### src/rtl/ic_fill_ctrl.sv
// ic_fill_ctrl: instruction-cache miss/fill sequencer.
// Takes line misses from the cache controller and tracks up to four
// outstanding line reads, one per 2-bit transaction id. It issues each read
// to the memory controller and accepts responses in any order. Each returned
// 128-bit line is written into the even/odd data RAMs and into the victim
// way's tag RAM, and the module then reports completion.
module ic_fill_ctrl #(
  parameter int WAYS      = 4,
  parameter int LINE_BITS = 6
) (
  input  logic                      clk,
  input  logic                      rst_n,
  // miss interface from the cache controller
  input  logic                      miss_req,
  input  logic [22:0]               miss_addr,
  input  logic [$clog2(WAYS)-1:0]   miss_way,
  output logic                      miss_ready,
  output logic                      miss_dup,
  // request interface to the memory controller
  output logic [22:0]               ic_mem_addr,
  output logic [1:0]                ic_mem_xid,
  output logic                      ic_mem_re,
  input  logic                      mem_ic_ready,
  // response interface from the memory controller
  input  logic                      mem_ic_valid,
  input  logic [1:0]                mem_ic_xid,
  input  logic [127:0]              mem_ic_data,
  // data RAM write port
  output logic                      we_data,
  output logic [$clog2(WAYS)-1:0]   wr_way,
  output logic [LINE_BITS-1:0]      wr_line,
  output logic [63:0]               wr_data_even,
  output logic [63:0]               wr_data_odd,
  // tag RAM write port (one RAM per way)
  output logic [WAYS-1:0]           we_tag,
  output logic [LINE_BITS-1:0]      waddr_tag,
  output logic [23-LINE_BITS:0]     wdata_tag,
  // completion and error reporting
  output logic                      fill_done,
  output logic [22:0]               fill_addr,
  output logic                      err_xid
);

  localparam int WAY_W = $clog2(WAYS);
  localparam int TAG_W = 23 - LINE_BITS;
  localparam int N_XID = 4;

  // Tracker table, indexed by transaction id.
  logic [N_XID-1:0] r_valid;
  logic [22:0]      r_addr [N_XID];
  logic [WAY_W-1:0] r_way  [N_XID];

  // Request stage: holds one read until the memory controller takes it.
  logic             r_req_vld;
  logic [22:0]      r_req_addr;
  logic [1:0]       r_req_xid;

  // Fill stage: holds one returned line for its single write cycle.
  logic             r_fill_vld;
  logic [1:0]       r_fill_xid;
  logic [22:0]      r_fill_addr;
  logic [WAY_W-1:0] r_fill_way;
  logic [127:0]     r_fill_data;

  logic             r_err;
  logic             r_ready_en;

  logic             w_free_any;
  logic [1:0]       w_free_xid;
  logic             w_match;
  logic             w_miss_ready;
  logic             w_accept;
  logic             w_alloc;
  logic             w_rsp_hit;
  logic             w_rsp_err;

  // Find the lowest free transaction id.
  // NOTE: every combinationally assigned signal gets a default first, so no
  // path leaves it unassigned and no latch is inferred.
  always_comb begin
    w_free_any = 1'b0;
    w_free_xid = '0;
    for (int i = N_XID - 1; i >= 0; i--) begin
      if (!r_valid[i]) begin
        w_free_any = 1'b1;
        w_free_xid = 2'(i);
      end
    end
  end

  // Check whether the incoming miss address is already being fetched.
  always_comb begin
    w_match = 1'b0;
    for (int i = 0; i < N_XID; i++) begin
      if (r_valid[i] && (r_addr[i] == miss_addr)) begin
        w_match = 1'b1;
      end
    end
  end

  // A new miss is accepted only when an id is free and both stages are idle.
  // An idle fill stage guarantees that the victim invalidate never competes
  // with a refill for the tag write port.
  assign w_miss_ready = r_ready_en & w_free_any & ~r_req_vld & ~r_fill_vld;
  assign w_accept     = miss_req & w_miss_ready;
  assign w_alloc      = w_accept & ~w_match;

  // A response is accepted only for an allocated id. The id being retired
  // this cycle counts as already free, so a repeated response for it is
  // treated as stray.
  assign w_rsp_hit = mem_ic_valid & r_valid[mem_ic_xid] &
                     ~(r_fill_vld && (r_fill_xid == mem_ic_xid));
  assign w_rsp_err = mem_ic_valid & ~w_rsp_hit;

  // Maintain the tracker valid bits: set on allocation, clear on fill write.
  // NOTE: sequential state uses non-blocking assignments only, so every
  // register samples pre-edge values regardless of process order.
  always_ff @(posedge clk or negedge rst_n) begin
    if (!rst_n) begin
      r_valid <= '0;
    end else begin
      if (w_alloc) begin
        r_valid[w_free_xid] <= 1'b1;
      end
      if (r_fill_vld) begin
        r_valid[r_fill_xid] <= 1'b0;
      end
    end
  end

  // Capture the address and victim way of a newly allocated miss.
  // NOTE: this payload storage is deliberately left unreset. The valid bit
  // guards it, and skipping reset keeps it a plain register file.
  always_ff @(posedge clk) begin
    if (w_alloc) begin
      r_addr[w_free_xid] <= miss_addr;
      r_way[w_free_xid]  <= miss_way;
    end
  end

  // Request stage: load on allocation, empty after the memory handshake.
  always_ff @(posedge clk or negedge rst_n) begin
    if (!rst_n) begin
      r_req_vld  <= 1'b0;
      r_req_addr <= '0;
      r_req_xid  <= '0;
    end else if (w_alloc) begin
      r_req_vld  <= 1'b1;
      r_req_addr <= miss_addr;
      r_req_xid  <= w_free_xid;
    end else if (r_req_vld && mem_ic_ready) begin
      r_req_vld  <= 1'b0;
    end
  end

  // Fill stage: register each valid response for a one-cycle write.
  always_ff @(posedge clk or negedge rst_n) begin
    if (!rst_n) begin
      r_fill_vld  <= 1'b0;
      r_fill_xid  <= '0;
      r_fill_addr <= '0;
      r_fill_way  <= '0;
      r_fill_data <= '0;
    end else begin
      r_fill_vld <= w_rsp_hit;
      if (w_rsp_hit) begin
        r_fill_xid  <= mem_ic_xid;
        r_fill_addr <= r_addr[mem_ic_xid];
        r_fill_way  <= r_way[mem_ic_xid];
        r_fill_data <= mem_ic_data;
      end
    end
  end

  // Set the sticky error flag on any response to an id that is not allocated.
  always_ff @(posedge clk or negedge rst_n) begin
    if (!rst_n) begin
      r_err <= 1'b0;
    end else if (w_rsp_err) begin
      r_err <= 1'b1;
    end
  end

  // Hold miss_ready low during reset, then enable it one cycle after release.
  always_ff @(posedge clk or negedge rst_n) begin
    if (!rst_n) begin
      r_ready_en <= 1'b0;
    end else begin
      r_ready_en <= 1'b1;
    end
  end

  // Split the line into even halfwords (0,2,4,6) and odd halfwords (1,3,5,7).
  always_comb begin
    wr_data_even = '0;
    wr_data_odd  = '0;
    for (int k = 0; k < 4; k++) begin
      wr_data_even[16*k +: 16] = r_fill_data[32*k      +: 16];
      wr_data_odd[16*k +: 16]  = r_fill_data[32*k + 16 +: 16];
    end
  end

  // Drive the tag write port: a refill takes priority, otherwise a new
  // allocation invalidates the victim line.
  always_comb begin
    we_tag    = '0;
    waddr_tag = '0;
    wdata_tag = '0;
    if (r_fill_vld) begin
      we_tag[r_fill_way] = 1'b1;
      waddr_tag          = r_fill_addr[LINE_BITS-1:0];
      wdata_tag          = {1'b1, r_fill_addr[22:LINE_BITS]};
    end else if (w_alloc) begin
      we_tag[miss_way] = 1'b1;
      waddr_tag        = miss_addr[LINE_BITS-1:0];
      wdata_tag        = {1'b0, {TAG_W{1'b0}}};
    end
  end

  assign miss_ready  = w_miss_ready;
  assign miss_dup    = w_accept & w_match;

  assign ic_mem_re   = r_req_vld;
  assign ic_mem_addr = r_req_addr;
  assign ic_mem_xid  = r_req_xid;

  assign we_data     = r_fill_vld;
  assign wr_way      = r_fill_way;
  assign wr_line     = r_fill_addr[LINE_BITS-1:0];

  assign fill_done   = r_fill_vld;
  assign fill_addr   = r_fill_vld ? r_fill_addr : '0;
  assign err_xid     = r_err;

endmodule

### config.mk
export PLATFORM = sky130hd
export DESIGN_NAME = ic_fill_ctrl
export DESIGN_NICKNAME = d
export VERILOG_FILES = /design/src/rtl/ic_fill_ctrl.sv
export SDC_FILE = /design/constraint.sdc
export NUM_CORES = 1
export LEC_CHECK = 0
export ABC_AREA = 0
export BUFFER_PORTS_ARGS = -buffer_cell sky130_fd_sc_hd__buf_4
export CAP_MARGIN = 15
export CORE_ASPECT_RATIO = 0.8
export CORE_MARGIN = 2
export CORE_UTILIZATION = 47
export DETAILED_ROUTE_END_ITERATION = 6
export GPL_TIMING_DRIVEN = 0
export HOLD_SLACK_MARGIN = 0.03
export PLACE_DENSITY = 0.74
export SYNTH_ARGS = -nofsm -noshare
export SYNTH_HDL_FRONTEND = slang
export SYNTH_SLANG_ARGS = --single-unit
### constraint.sdc
create_clock -name clk -period 4.06 [get_ports clk]
set_input_delay 0.609 -clock clk [delete_from_list [all_inputs] [get_ports clk]]
set_output_delay 0.609 -clock clk [all_outputs]
set_load 0.01 [all_outputs]
* After elaboration in Yosys (flattened, before gate mapping) *
Memories as Yosys holds them, arrays and structs flattened. A register that Yosys moved wholly into a read port is not among the register bits.
Cells that the tools add are included.

word-level totals
  register bits after elaboration = 163
  bits in writable memories = 100
  input bits = 160
  output and inout port bits = 218
  word-level logic and storage cells = 89
  memories kept = 2

cells by class
  $lt $le $gt $ge = 9
  eq/ne operators = 5
  multiplexer cells = 34
  bitwise gates (word level) = 17
  reductions and logical operators = 13

memory list
  memory  words  width  read ports  clocked after Yosys merged registers in  wr ports  line  RTL
  r_addr  4      23     5           1                                        1         50    logic [22:0] r_addr [N_XID];
  r_way   4      2      1           1                                        1         51    logic [WAY_W-1:0] r_way [N_XID];

operators by type and width
  operator              count
  $eq A23 B23 Y1        4
  $mux W23              1
  $mux W18              1
  $mux W1               17
  $mux W4               4
  $lt A2 B3 Y1 const B  5
  $mux W6               2
  $logic_and A1 B1 Y1   10
  $and A1 B1 Y1         9
  $demux W1 S2          4
  $ge A2 B1 Y1 const B  4
  $mux W2               4
  $not A1 Y1            5
  $and A4 B4 Y4         1
  $not A4 Y4            1
  $or A4 B4 Y4          1
  $bmux W1 S2           1
  $eq A2 B2 Y1          1
  $logic_not A1 Y1      2
  $reduce_bool A2 Y1    1

* Depth between registers and ports, before layout *
  word-level depth = 12
  depth in mapped cells = 9
  gate-level depth less buffers = 6

* Least setup slack after synthesis *
No wires, ideal clock.

  path kind = input to register
  from = input port miss_addr[5]
  to = memory r_addr[1][0] (enable)
  setup time = 0.444 ns
  arrival time = 3.662 ns
  required time = 3.616 ns
  path slack = -0.046 ns
  cell stages on the path = 9
  buffers on the path = 3
  path through = buf_2 xnor2_1 nand4_1 nor4_1 a22oi_1 nand4bb_4 buf_8 buf_4 nor3b_1

between the ends
  longest elaborated chain between the ends = 10
  elaborated cells on any way between the ends = 16
  classes of those cells = 4 x eq/ne; 6 x mux; 2 x bitwise; 4 x reduce/logical

ends and longest elaborated chain
  what                             line  RTL
  from (decl)                      15    input logic [22:0] miss_addr,
  $eq A23 B23 Y1                   95    if (r_valid[i] && (r_addr[i] == miss_addr)) begin
  $logic_and A1 B1 Y1              95
  $mux W1 (3 in series)            95
  $mux W1 *                        95
  $not A1 Y1 *                     106   assign w_alloc = w_accept & ~w_match;
  $and A1 B1 Y1 *                  106
  $mux W1 *                        135   if (w_alloc) begin
  $mux W1 (implied by the code) *  136   r_addr[w_free_xid] <= miss_addr;
  to (decl)                        50

Every way passes the cells marked *; elsewhere a longest branch is shown, timed or not.

* Final worst setup path *
  from = register r_valid[2]
  to = output port we_tag[2]

between the ends
  longest elaborated chain between the ends = 10
  elaborated cells on any way between the ends = 14
  classes of those cells = 7 x mux; 6 x bitwise; 1 x reduce/logical

ends and longest elaborated chain
  what                               line  RTL
  from (decl)                        49    logic [N_XID-1:0] r_valid;
  from (signal assigned)             120   r_valid <= '0;
  from (signal, indexed assignment)  123   r_valid[w_free_xid] <= 1'b1;
  from (signal, indexed assignment)  126   r_valid[r_fill_xid] <= 1'b0;
  $mux W1 (3 in series)              84    if (!r_valid[i]) begin
  $and A1 B1 Y1 (3 in series)        104   assign w_miss_ready = r_ready_en & w_free_any & ~r_req_vld & ~r_fill_vld;
  $and A1 B1 Y1                      105   assign w_accept = miss_req & w_miss_ready;
  $and A1 B1 Y1 *                    106
  $mux W4 *                          213   end else if (w_alloc) begin
  $mux W4 *                          209   if (r_fill_vld) begin
  to (decl)                          35    output logic [WAYS-1:0] we_tag,

Marks and branches as above.

==> flow_metrics.env <==
export IMPL_antenna_found_initial=1
export IMPL_hp_class="in2async"
export IMPL_drt_initial_drc_count=446
export IMPL_h_tree_depth=1
export IMPL_yosysTopAreaCellShare_pct=36.1
export IMPL_async_reset_ff_share_pct=65.3
export IMPL_detailed_place_hpwl_um=25800
export IMPL_hold_viol=0
export IMPL_drive_above_1_share_pct=59.0
export IMPL_place_congestion=0.839
export IMPL_cp_required_ns=3.45
export IMPL_setup_violations_final=0
export IMPL_crit_chain="buf_2 -> nand2_1 -> nor2_2 -> nor4b_4 -> nand2_1 -> nand4bb_4 -> buf_8 -> buf_12 -> o32ai_1 -> buf_4"
export IMPL_syn_area_per_cell_um2=16.7
export IMPL_critPathKind="reg2out"
export IMPL_drc_errors=0
export IMPL_multi_input_area_um2=4700
export IMPL_fin_tns_setup_ns=0
export IMPL_r2r_end="r_addr[2][7]"
export IMPL_synth_ff_type="dfrtp_1"
export IMPL_grt_start_max_net_pins=120
export IMPL_cp_top_family="simple AND/OR/NAND/NOR gates"
export IMPL_fin_skew_ns=0.00978
export IMPL_synthCells=781
export IMPL_clock_latency_ns=0.55
export IMPL_min_period_ns=3.70
export IMPL_drt_pre_antenna_iters=4
export IMPL_final_nets=1355
export IMPL_cts_resized_gates=0
export IMPL_via_per_inst=5.08
export IMPL_seqCellArea_um2=7710
export IMPL_grt_pass1_wl_um=51800
export IMPL_antenna_cells=0
export IMPL_postCtsHoldBufs=0
export IMPL_worst_path_most_repeated_cell="nand2_1"
export IMPL_finalCritPeriodShare_pct=91.2
export IMPL_worst_setup_path_start_kind="register"
export IMPL_routed_wl_um=34900
export IMPL_cts_setup_buffers=0
export IMPL_outcome="complete, no violations"
export IMPL_grt_overflow=0
export IMPL_drtAntennaViolNets=0
export IMPL_fmax_mhz=270
export IMPL_dp_slack_ns=0.533
export IMPL_worst_slew_pin_slew_ns=0.889
export IMPL_syn_to_final_growth_pct=34.1
export IMPL_post_route_util_pct=64.1
export IMPL_crit_path_max_fanout=10
export IMPL_yosysSeqAreaShare_pct=59.2
export IMPL_path_clk_slew_ns=0.07
export IMPL_r2r_start="r_valid[2]"
export IMPL_grt_pass1_vias=8390
export IMPL_dieArea_um2=29100
export IMPL_clock_path_buffers=3
export IMPL_synth_top_area_cell="dfrtp_1"
export IMPL_setup_ws_ns=0.358
export IMPL_reg2reg_slack_ns=0.71
export IMPL_p_leak_nw=8.03
export IMPL_yosysWarnings=0
export IMPL_slowest_delay_ns=0.55
export IMPL_initial_core_util_pct=47.8
export IMPL_fp_dieH_um=153
export IMPL_wl_per_cell_um=22.1
export IMPL_worstPathArrival_ns=3.09
export IMPL_portBuffers=376
export IMPL_clock_sinks=288
export IMPL_drv_cap=0
export IMPL_synth_edf_count=100
export IMPL_synth_area_um2=13000
export IMPL_nFillCells=1971
export IMPL_io_pins=378
export IMPL_relSlewSlack_pct=40.6
export IMPL_power_density_nw_per_um2=699
export IMPL_syn_nets=941
export IMPL_ff2ff_path_depth=10
export IMPL_synth_area_leaders="dfrtp_1 (36%), edfxtp_1 (23%), mux2_4 (17%)"
export IMPL_cts_tree="yes"
export IMPL_rows=54
export IMPL_max_vdd_ir_drop_uv=387
export IMPL_slowest_stage="nor4b_4"
export IMPL_cts_root_buf="clkbuf_16"
export IMPL_cts_buffers=30
export IMPL_yosysUniqueCellTypes=44
export IMPL_slew_viol_final=0
export IMPL_track_usage_pct=23.7
export IMPL_core_area_um2=27200
export IMPL_crit_buf_inv=4
export IMPL_die_width_um=190
export IMPL_critPathCaptureType="output pin"
export IMPL_via_count=8048
export IMPL_ys_seq_elements=288
export IMPL_rsz0062_at_grt="false"
==> per-stage QoR <==
step	cell area, um2	total power [mW]	std cells	hold WS [ns]
floorplan	13000	7.17	781	0.313
global placement	16300	9.35	1521	0.443
detailed placement	16400	9.48	1527	0.454
CTS	17500	12.3	1583	0.0431
global route	17500	12.8	1583	0.0607
finish	17500	12.2	1583	0.0208
==> cells in the final DEF (no fill, tap or decap), types with 2 or more instances in the layout <==
cell type   synthesis  routed
edfxtp_1          100     100
buf_6              19      21
buf_4              30     405
and2_1             23      23
mux2_2             34      34
dfrtp_1           188     188
o21ai_0             5       5
buf_8               1       4
nor2b_1             2       2
a41o_1              6       6
mux4_2             25      25
bufinv_16           0       2
nand2_1             6       6
nor4_1             10      10
inv_1               8       8
xor2_1             32      32
nand4_1            18      18
mux2_4            144     144
clkinv_2            0       3
nand2b_1            2       2
buf_2              23      23
nand3_1             3       3
xnor2_1            61      61
mux2i_1             3       3
clkinv_1            0       2
clkbuf_16           0      33
nor2_1              7       6
o32ai_1             4       4
clkinvlp_4          0       7
clkbuf_1            6      11
buf_16              0       2
==> power by group <==
part	switching (mW)	internal (mW)	total [mW]	leakage, nW
clock network	1.17	1.63	2.79	0.477
logic	1.89	2.85	4.74	4.45
registers	0.633	4.04	4.67	3.10
total	3.69	8.51	12.2	8.03
==> cell usage after synthesis (18+ instances only) <==
cell / instances
buf_6: 19
mux2_4: 144
mux4_2: 25
xor2_1: 32
edfxtp_1: 100
xnor2_1: 61
buf_4: 30
buf_2: 23
nand4_1: 18
mux2_2: 34
and2_1: 23
dfrtp_1: 188
==> routing by layer <==
layer,up-vias,global-route usage [%],part of all wire [%]
li1,3615,-,-
met1,4076,32.1,42
met2,301,38.8,49
met3,56,5.12,7.2
met4,0,6.09,2.5
met5,-,0,0
==> area by class of cell <==
| type | instances | share of cell area [%] |
|---|---|---|
| clock buffers | 39 | 4.91 |
| well taps | 364 | 2.61 |
| flip-flops and latches | 288 | 44.1 |
| plain buffers | 81 | 3.52 |
| clock inverters | 17 | 0.910 |
| repair buffers | 382 | 16.8 |
| multi-input cells | 404 | 26.9 |
| inverters | 8 | 0.172 |
==> worst max path at each step <==
stage	from	endpoint	slack [ns]	cells past startpoint
floorplan	miss_addr[5]	r_addr[2][0]	0.12	9
global placement	miss_addr[17]	r_addr[2][7]	-1.86	10
detailed placement	miss_addr[17]	r_addr[2][7]	0.53	11
CTS	r_valid[2]	we_tag[2]	0.31	10
global route	r_valid[2]	we_tag[1]	0.17	10
finish	r_valid[2]	we_tag[2]	0.36	10
==> worst register-to-register path: stages, from the launching register on <==
cell	delay [ns]
dfrtp_1	0.36
buf_2	0.18
nand2_1	0.11
nor2_2	0.05
nor4b_4	0.55
nand2_1	0.22
nand4bb_4	0.25
buf_8	0.19
buf_4	0.20
nor3_2	0.67
buf_6	0.27
==> flip-flops by register name, summed over array words and instances (netlist names), 4 cells and up <==
register and cells:
r_addr 92, r_valid 4, ic_mem_addr 23, r_fill_data 128, r_fill_addr 23, r_way 8
==> cells by family (layout without fill, tap and decap cells) <==
logic type                Yosys count  after routing  synth area share, %
DFF                               288            288                 59.2
muxes                             206            206                 24.1
xor gates and xnor gates           93             93                 6.26
buffers and inverters              89            527                 4.96
and+or+nand+nor                    81             81                 4.05
AOI/OAI and AO/OA                  23             23                 1.41
other                               1              1               0.0288
(Power assumes the default switching activity.)
